--- src/rtl/wave_meter.sv ---
// wave_meter: hysteresis crossing detector that measures period, peak and trough of an 8-bit sample stream.
// Optional feature: define WAVE_METER_AVG_EN to report PERIOD as the mean of the last 4 measured periods.
module wave_meter #(
  parameter int MID  = 128,
  parameter int HYST = 8,
  parameter int PW   = 24
) (
  input  logic          CLK,
  input  logic          RST_N,
  input  logic [7:0]    DAT,
  output logic [PW-1:0] PERIOD,
  output logic [7:0]    PEAK,
  output logic [7:0]    TROUGH,
  output logic          VALID,
  output logic          LOCK,
  output logic [1:0]    dbg_state
);

  localparam logic [7:0]    TH_HI   = 8'(MID + HYST);
  localparam logic [7:0]    TH_LO   = 8'(MID - HYST);
  localparam logic [PW-1:0] CNT_MAX = {PW{1'b1}};

  typedef enum logic [1:0] {
    ST_SEEK = 2'd0,
    ST_LOW  = 2'd1,
    ST_HIGH = 2'd2
  } state_t;

  state_t        state_q, state_d;
  logic [7:0]    d_q, d_d;
  logic [PW-1:0] cnt_q, cnt_d;
  logic          lock_q, lock_d;
  logic [7:0]    run_max_q, run_max_d;
  logic [7:0]    run_min_q, run_min_d;
  logic [PW-1:0] period_q, period_d;
  logic [7:0]    peak_q, peak_d;
  logic [7:0]    trough_q, trough_d;
  logic          valid_q, valid_d;

  logic          rise;
  logic          timeout;
  logic          first_ev;
  logic          meas_ev;
  logic [PW-1:0] new_period;

`ifdef WAVE_METER_AVG_EN
  localparam int SW = PW + 2;
  logic [3:0][PW-1:0] hist_q, hist_d;
  logic [2:0]         hist_n_q, hist_n_d;
  logic [SW-1:0]      sum_q, sum_d;
`endif

  // Event and timeout decode. A rising event always beats a timeout in the same cycle.
  always_comb begin
    d_d        = DAT;
    rise       = (state_q == ST_LOW) && (d_q >= TH_HI);
    timeout    = lock_q && !rise && (cnt_q == CNT_MAX - PW'(1));
    first_ev   = rise && !lock_q;
    meas_ev    = rise && lock_q;
    new_period = cnt_q + PW'(1);
  end

  always_comb begin
    state_d = state_q;
    case (state_q)
      ST_SEEK: if (d_q <= TH_LO) state_d = ST_LOW;
      ST_LOW:  if (d_q >= TH_HI) state_d = ST_HIGH;
      ST_HIGH: if (d_q <= TH_LO) state_d = ST_LOW;
      default: state_d = ST_SEEK;
    endcase
    if (timeout) state_d = ST_SEEK;
  end

  always_comb begin
    cnt_d = cnt_q;
    if (rise) begin
      cnt_d = '0;
    end else if (cnt_q != CNT_MAX) begin
      cnt_d = cnt_q + PW'(1);
    end

    lock_d = lock_q;
    if (rise) begin
      lock_d = 1'b1;
    end else if (timeout) begin
      lock_d = 1'b0;
    end

    // Running extremes restart from the event sample so the window is [event, next event).
    run_max_d = run_max_q;
    run_min_d = run_min_q;
    if (rise) begin
      run_max_d = d_q;
      run_min_d = d_q;
    end else begin
      if (d_q > run_max_q) run_max_d = d_q;
      if (d_q < run_min_q) run_min_d = d_q;
    end
  end

`ifdef WAVE_METER_AVG_EN
  always_comb begin
    period_d = period_q;
    peak_d   = peak_q;
    trough_d = trough_q;
    valid_d  = 1'b0;
    hist_d   = hist_q;
    hist_n_d = hist_n_q;
    sum_d    = sum_q;
    if (first_ev || timeout) begin
      hist_d   = '0;
      hist_n_d = '0;
      sum_d    = '0;
    end else if (meas_ev) begin
      sum_d  = sum_q + SW'(new_period) - SW'(hist_q[3]);
      hist_d = {hist_q[2:0], new_period};
      if (hist_n_q != 3'd4) hist_n_d = hist_n_q + 3'd1;
      // Report only once the 4-entry window holds real measurements.
      if (hist_n_q >= 3'd3) begin
        valid_d  = 1'b1;
        period_d = sum_d[PW+1:2];
        peak_d   = run_max_q;
        trough_d = run_min_q;
      end
    end
  end
`else
  always_comb begin
    period_d = period_q;
    peak_d   = peak_q;
    trough_d = trough_q;
    valid_d  = 1'b0;
    if (meas_ev) begin
      valid_d  = 1'b1;
      period_d = new_period;
      peak_d   = run_max_q;
      trough_d = run_min_q;
    end
  end
`endif

  always_ff @(posedge CLK) begin
    if (!RST_N) begin
      state_q   <= ST_SEEK;
      d_q       <= 8'd128;
      cnt_q     <= '0;
      lock_q    <= 1'b0;
      run_max_q <= 8'd0;
      run_min_q <= 8'd255;
      period_q  <= '0;
      peak_q    <= 8'd0;
      trough_q  <= 8'd255;
      valid_q   <= 1'b0;
`ifdef WAVE_METER_AVG_EN
      hist_q    <= '0;
      hist_n_q  <= '0;
      sum_q     <= '0;
`endif
    end else begin
      state_q   <= state_d;
      d_q       <= d_d;
      cnt_q     <= cnt_d;
      lock_q    <= lock_d;
      run_max_q <= run_max_d;
      run_min_q <= run_min_d;
      period_q  <= period_d;
      peak_q    <= peak_d;
      trough_q  <= trough_d;
      valid_q   <= valid_d;
`ifdef WAVE_METER_AVG_EN
      hist_q    <= hist_d;
      hist_n_q  <= hist_n_d;
      sum_q     <= sum_d;
`endif
    end
  end

  // VALID is a single-cycle qualifier: PERIOD/PEAK/TROUGH are new in the cycle it is high and hold otherwise.
  assign PERIOD    = period_q;
  assign PEAK      = peak_q;
  assign TROUGH    = trough_q;
  assign VALID     = valid_q;
  assign LOCK      = lock_q;
  assign dbg_state = state_q;

endmodule
--- config.mk ---
export PLATFORM = sky130hd
export DESIGN_NAME = wave_meter
export DESIGN_NICKNAME = d
export VERILOG_FILES = /design/src/rtl/wave_meter.sv
export SDC_FILE = /design/constraint.sdc
export NUM_CORES = 1
export LEC_CHECK = 0
export CAP_MARGIN = 20
export CORE_MARGIN = 3
export CORE_UTILIZATION = 39
export DETAILED_ROUTE_END_ITERATION = 10
export PLACE_DENSITY = 0.59
export SLEW_MARGIN = 20
export SYNTH_ARGS = -nofsm -noshare
export SYNTH_HDL_FRONTEND = slang
export SYNTH_SLANG_ARGS = --single-unit
export TNS_END_PERCENT = 1
--- constraint.sdc ---
create_clock -name CLK -period 4.42 [get_ports CLK]
set_input_delay 1.326 -clock CLK [delete_from_list [all_inputs] [get_ports CLK]]
set_output_delay 1.326 -clock CLK [all_outputs]
set_load 0.01 [all_outputs]
Word-level counts from Yosys, hierarchy flattened
Index checks and enable logic that the tools add are counted.
Storage, ports and cells
  flip-flop bits (word level): 92
  word-level logic and storage cells: 45
  output and inout port bits: 44
  bits of input ports: 10
Cells by class
  bitwise logic cells: 1
  $add $sub $neg: 1
  eq/ne operators: 6
  reduce and logical (&&, ||, !) cells: 13
  mux-type cells: 10
  order comparisons: 4
Operators by type and width (number)
  8-bit two-way mux: 4
  24-bit by 1-bit adder with 24-bit output (second input constant): 1
  24-bit equality test (second input constant): 1
  24-bit != test (second input constant): 1
  8-bit >= comparator (second input constant): 1
  8-bit greater-than comparator: 1
  8-bit by 7-bit less-or-equal comparator with 1-bit output (second input constant): 1
  8-bit less-than comparator: 1
  2-bit nonzero test: 3
  2-bit OR reduction: 3
  1-bit logical AND: 4
  2-bit two-way mux: 2
  2-bit by 1-bit != test with 1-bit output (second input constant): 2
  2-bit one-hot mux with 2 select lines: 1
  1-bit two-way mux: 3
  2-bit by 1-bit equality test with 1-bit output (second input constant): 1
  2-bit equality test (second input constant): 1
  2-bit zero test: 1
  2-bit AND reduction: 1
  1-bit zero test: 1
  1-bit inverter: 1

Logic depth before layout (Yosys ltp)
  depth after elaboration: 7
  depth in mapped cells: 8
  depth with buffers taken out: 7

Worst setup path after synthesis
Ideal clock, no wire load.
  path kind: input -> register
  start: in RST_N
  end: reg period_q[23], in the netlist PERIOD[23]
  path buffers: 2
  data required time: 4350 ps
  slack: 2274 ps
  setup time: 70 ps
  data arrival time: 2076 ps
  stages: 4
  path through: clkbuf_1 clkbuf_1 o21ai_0 a21oi_1
RTL lines
  start, declared: RTL line 9  | input logic RST_N,
  end signal, assigned: RTL line 166  | period_q <= period_d;
  end, declared: RTL line 35  | logic [PW-1:0] period_q, period_d;

Worst setup path in the final report
  start: in RST_N
  end: reg cnt_q[16]
Between the ends
  word-level cells in the longest chain between the ends: 2
Ends and longest elaborated chain
  1-bit inverter (no source line)
  2-bit OR reduction (no source line)
  end signal, assigned: RTL line 162  | cnt_q <= cnt_d;
  end, declared: RTL line 31  | logic [PW-1:0] cnt_q, cnt_d;
Every way passes these cells.
A chain may end at the register's enable or synchronous reset.

==> reports/summary.txt <==
H-tree depth = 3
Crit. End Element = register
Count leader, synth = dfxtp_1
Die area = 11400 um2
# clock sinks = 92
P&R area growth vs syn = 21.7%
Final Cell Area = 4810 um2
EDFF count, synth = 0
Highest Clock Rate = 342 MHz
Worst Path Arrival = 3180 ps
Die height = 107 um
Reg-to-reg startpoint = d_q[3]$_SDFF_PN0_
Per-cell routed wire length = 13.5 um
Area of the multi-input gates = 1930 um2
Die X = 107 um
Post-synth top cells = 92 x dfxtp_1, 46 x a21oi_1, 45 x nand2_1, 41 x nor2_1, 18 x inv_1
First-iteration detailed-routing DRC count = 79
Final setup violation count = 0
Final HPWL DP = 6.00 mm
Clock skew = 11.4 ps
Drt total wl = 8.36 mm
Post-route minimum period = 2920 ps
Min Hold Slack = 459 ps
# Post-CTS Setup Buffers = 0
Area fraction of the dominant cell type after synthesis = 46.6%
Clk buf depth = 2
FF+latch area = 1840 um2
Hold buffers post-CTS = 0
Worst-Margin Slew = 1000 ps
# fillers = 991
Starting Density = 40.2%
#FFs+latches synth = 92
Syn Inst Count = 437
Hold Crit Class = register to register
CP max FO = 24
Core area = 9820 um2
Top post-synthesis cells by area = dfxtp_1 47%, a21oi_1 5.8%, ha_1 5.4%
Fin. max-slew vios = 0
Port Buffers = 53
# rows = 36
Yosys top cell by area = dfxtp_1
VDD IR max = 0.175 mV
Async set-reset flop share out of synthesis = 0%
Period utilization = 66.2%
Post-synth top flop = dfxtp_1
CTS resizes = 0
Antenna cells = 0
Largest net degree at the start of global routing = 49
Tot GR Track Use = 15.3%
Unrepaired setup endpoints after global routing = false
Crit start category = primary input
Relative slew slack = 33.1%
Via count = 3094
Residual DRC count = 0
Sum Neg Setup Slack = 0 ps
Clk_lat worst skew = 360 ps
Placed cell areas = 4570 um2
Crit Path Category = primary input to register
First-pass GRT wire length = 14.1 mm
CTS Root Cell = clkbuf_8
Sequential area share after synthesis = 46.6%
Antenna Nets Post-Route = 0
Clock slew at the register clock pins of the worst setup and hold paths = 90 ps
GPL Wtd Cong = 0.796
CTS tree = done
CTS Buf Count = 9
Outcome = complete, no violations
MaxCap Viol Count = 0
Synth warn = 0
Syn nets = 464
Initial antenna violation count = 0
Hold path start = PEAK[5]$_SDFFE_PN0P_
I/O pins = 54
Post-Syn Area = 3950 um2
DR vias/cell = 5.01
Count of different cell masters after synthesis = 47
Lkg Pwr = 1.81 nW
Worst Path Required = 4680 ps
Final Hold Fails = 0
Power Density = 354 nW/um2
Setup crit start = RST_N
NumNets Final = 507
Vias in the first global route = 3013
Drt pass-1 iters = 4
Syn_area_per_cell = 9.04 um2
Share of cells above drive strength 1 = 5.77%
Gr ovfl total = 0
==> kinds of logic after synthesis <==
group | count (synthesis) | synth area share (%)
AO/OA/AOI/OAI | 96 | 15.2
XOR/XNOR | 23 | 5.10
adder cells (fa/ha/maj) | 17 | 5.38
buffers and inverters | 44 | 4.59
flip-flops | 92 | 46.6
multiplexers | 15 | 3.80
AND/OR/NAND/NOR | 150 | 19.3
==> critical path, stage by stage <==
cell             delay, ps
clkdlybuf4s50_1        700
buf_4                  220
nand2b_1               520
a311oi_1               410
==> final timing paths <==
path	endpoint	slack (ps)	cells after the start
worst max-delay path	cnt_q[16]$_SDFFE_PP0P_	1500	4
worst max register to register	PERIOD[1]$_SDFFE_PN0P_	2070	6
worst min-delay path	PEAK[5]$_SDFFE_PN0P_	460	2
worst min register to register	PEAK[5]$_SDFFE_PN0P_	460	2
==> metal layers <==
metal / vias to the layer above / part of all wire (%) / wire [um] / GRT usage [%]
met3: 12 / 3.8 / 315 / 3.79
met5: - / 0 / 0 / 0
li1: 1602 / - / - / -
met1: 1416 / 45 / 3760 / 18.1
met4: 0 / 1.5 / 129 / 4.84
met2: 64 / 50 / 4160 / 27.3
==> stage by stage <==
step	setup slack (ps)	std cells	power (mW)	util (%)
after global routing	1340	618	1.78	48.9
after global placement	1150	602	1.05	46.5
final	1500	618	1.70	48.9
after detailed placement	1100	602	1.05	46.5
after CTS	1510	618	1.72	48.9
after floorplan	2270	437	1.01	-
==> flip-flops by register name, summed over array words and instances, names as in the netlist <==
signal,count
run_max_q,8
PERIOD,24
d_q,8
LOCK,1
VALID,1
run_min_q,8
PEAK,8
cnt_q,24
TROUGH,8
dbg_state,2
==> layout make-up <==
class / instances / area share, %
Tap cell: 133 / 3.46
Clock inverter: 7 / 2.40
Sequential cell: 92 / 38.3
Multi-Input combinational cell: 301 / 40.1
Timing Repair Buffer: 57 / 11.7
Inverter: 19 / 1.48
Clock buffer: 9 / 2.58
==> cells in the final DEF (no fill, tap or decap), drive strengths merged, types with 2 or more instances in the layout <==
| cell | n |
|---|---|
| dfxtp | 92 |
| clkdlybuf4s50 | 53 |
| a21oi | 46 |
| nand2 | 45 |
| nor2 | 41 |
| inv | 18 |
| ha | 17 |
| o21ai | 16 |
| xnor2 | 15 |
| mux2i | 15 |
| a211oi | 14 |
| nand4 | 13 |
| nand3 | 12 |
| clkbuf | 9 |
| nor3 | 9 |
| xor2 | 8 |
| o211ai | 8 |
| and2 | 8 |
| or3 | 5 |
| buf | 4 |
| and4 | 3 |
| nor2b | 3 |
| bufinv | 3 |
| clkinv | 3 |
| nand2b | 2 |
| and3 | 2 |
| a311oi | 2 |
| a21o | 2 |
| o21a | 2 |
| clkinvlp | 2 |
| nor4 | 2 |
==> where the power goes <==
part           total, mW  internal, mW  switching, mW  leakage, nW
Sequential         0.880         0.854         0.0260        0.748
Combinational      0.152        0.0714         0.0807        0.942
Clock              0.670         0.373          0.296        0.115
Note: power is estimated with default switching activity, not from simulation.
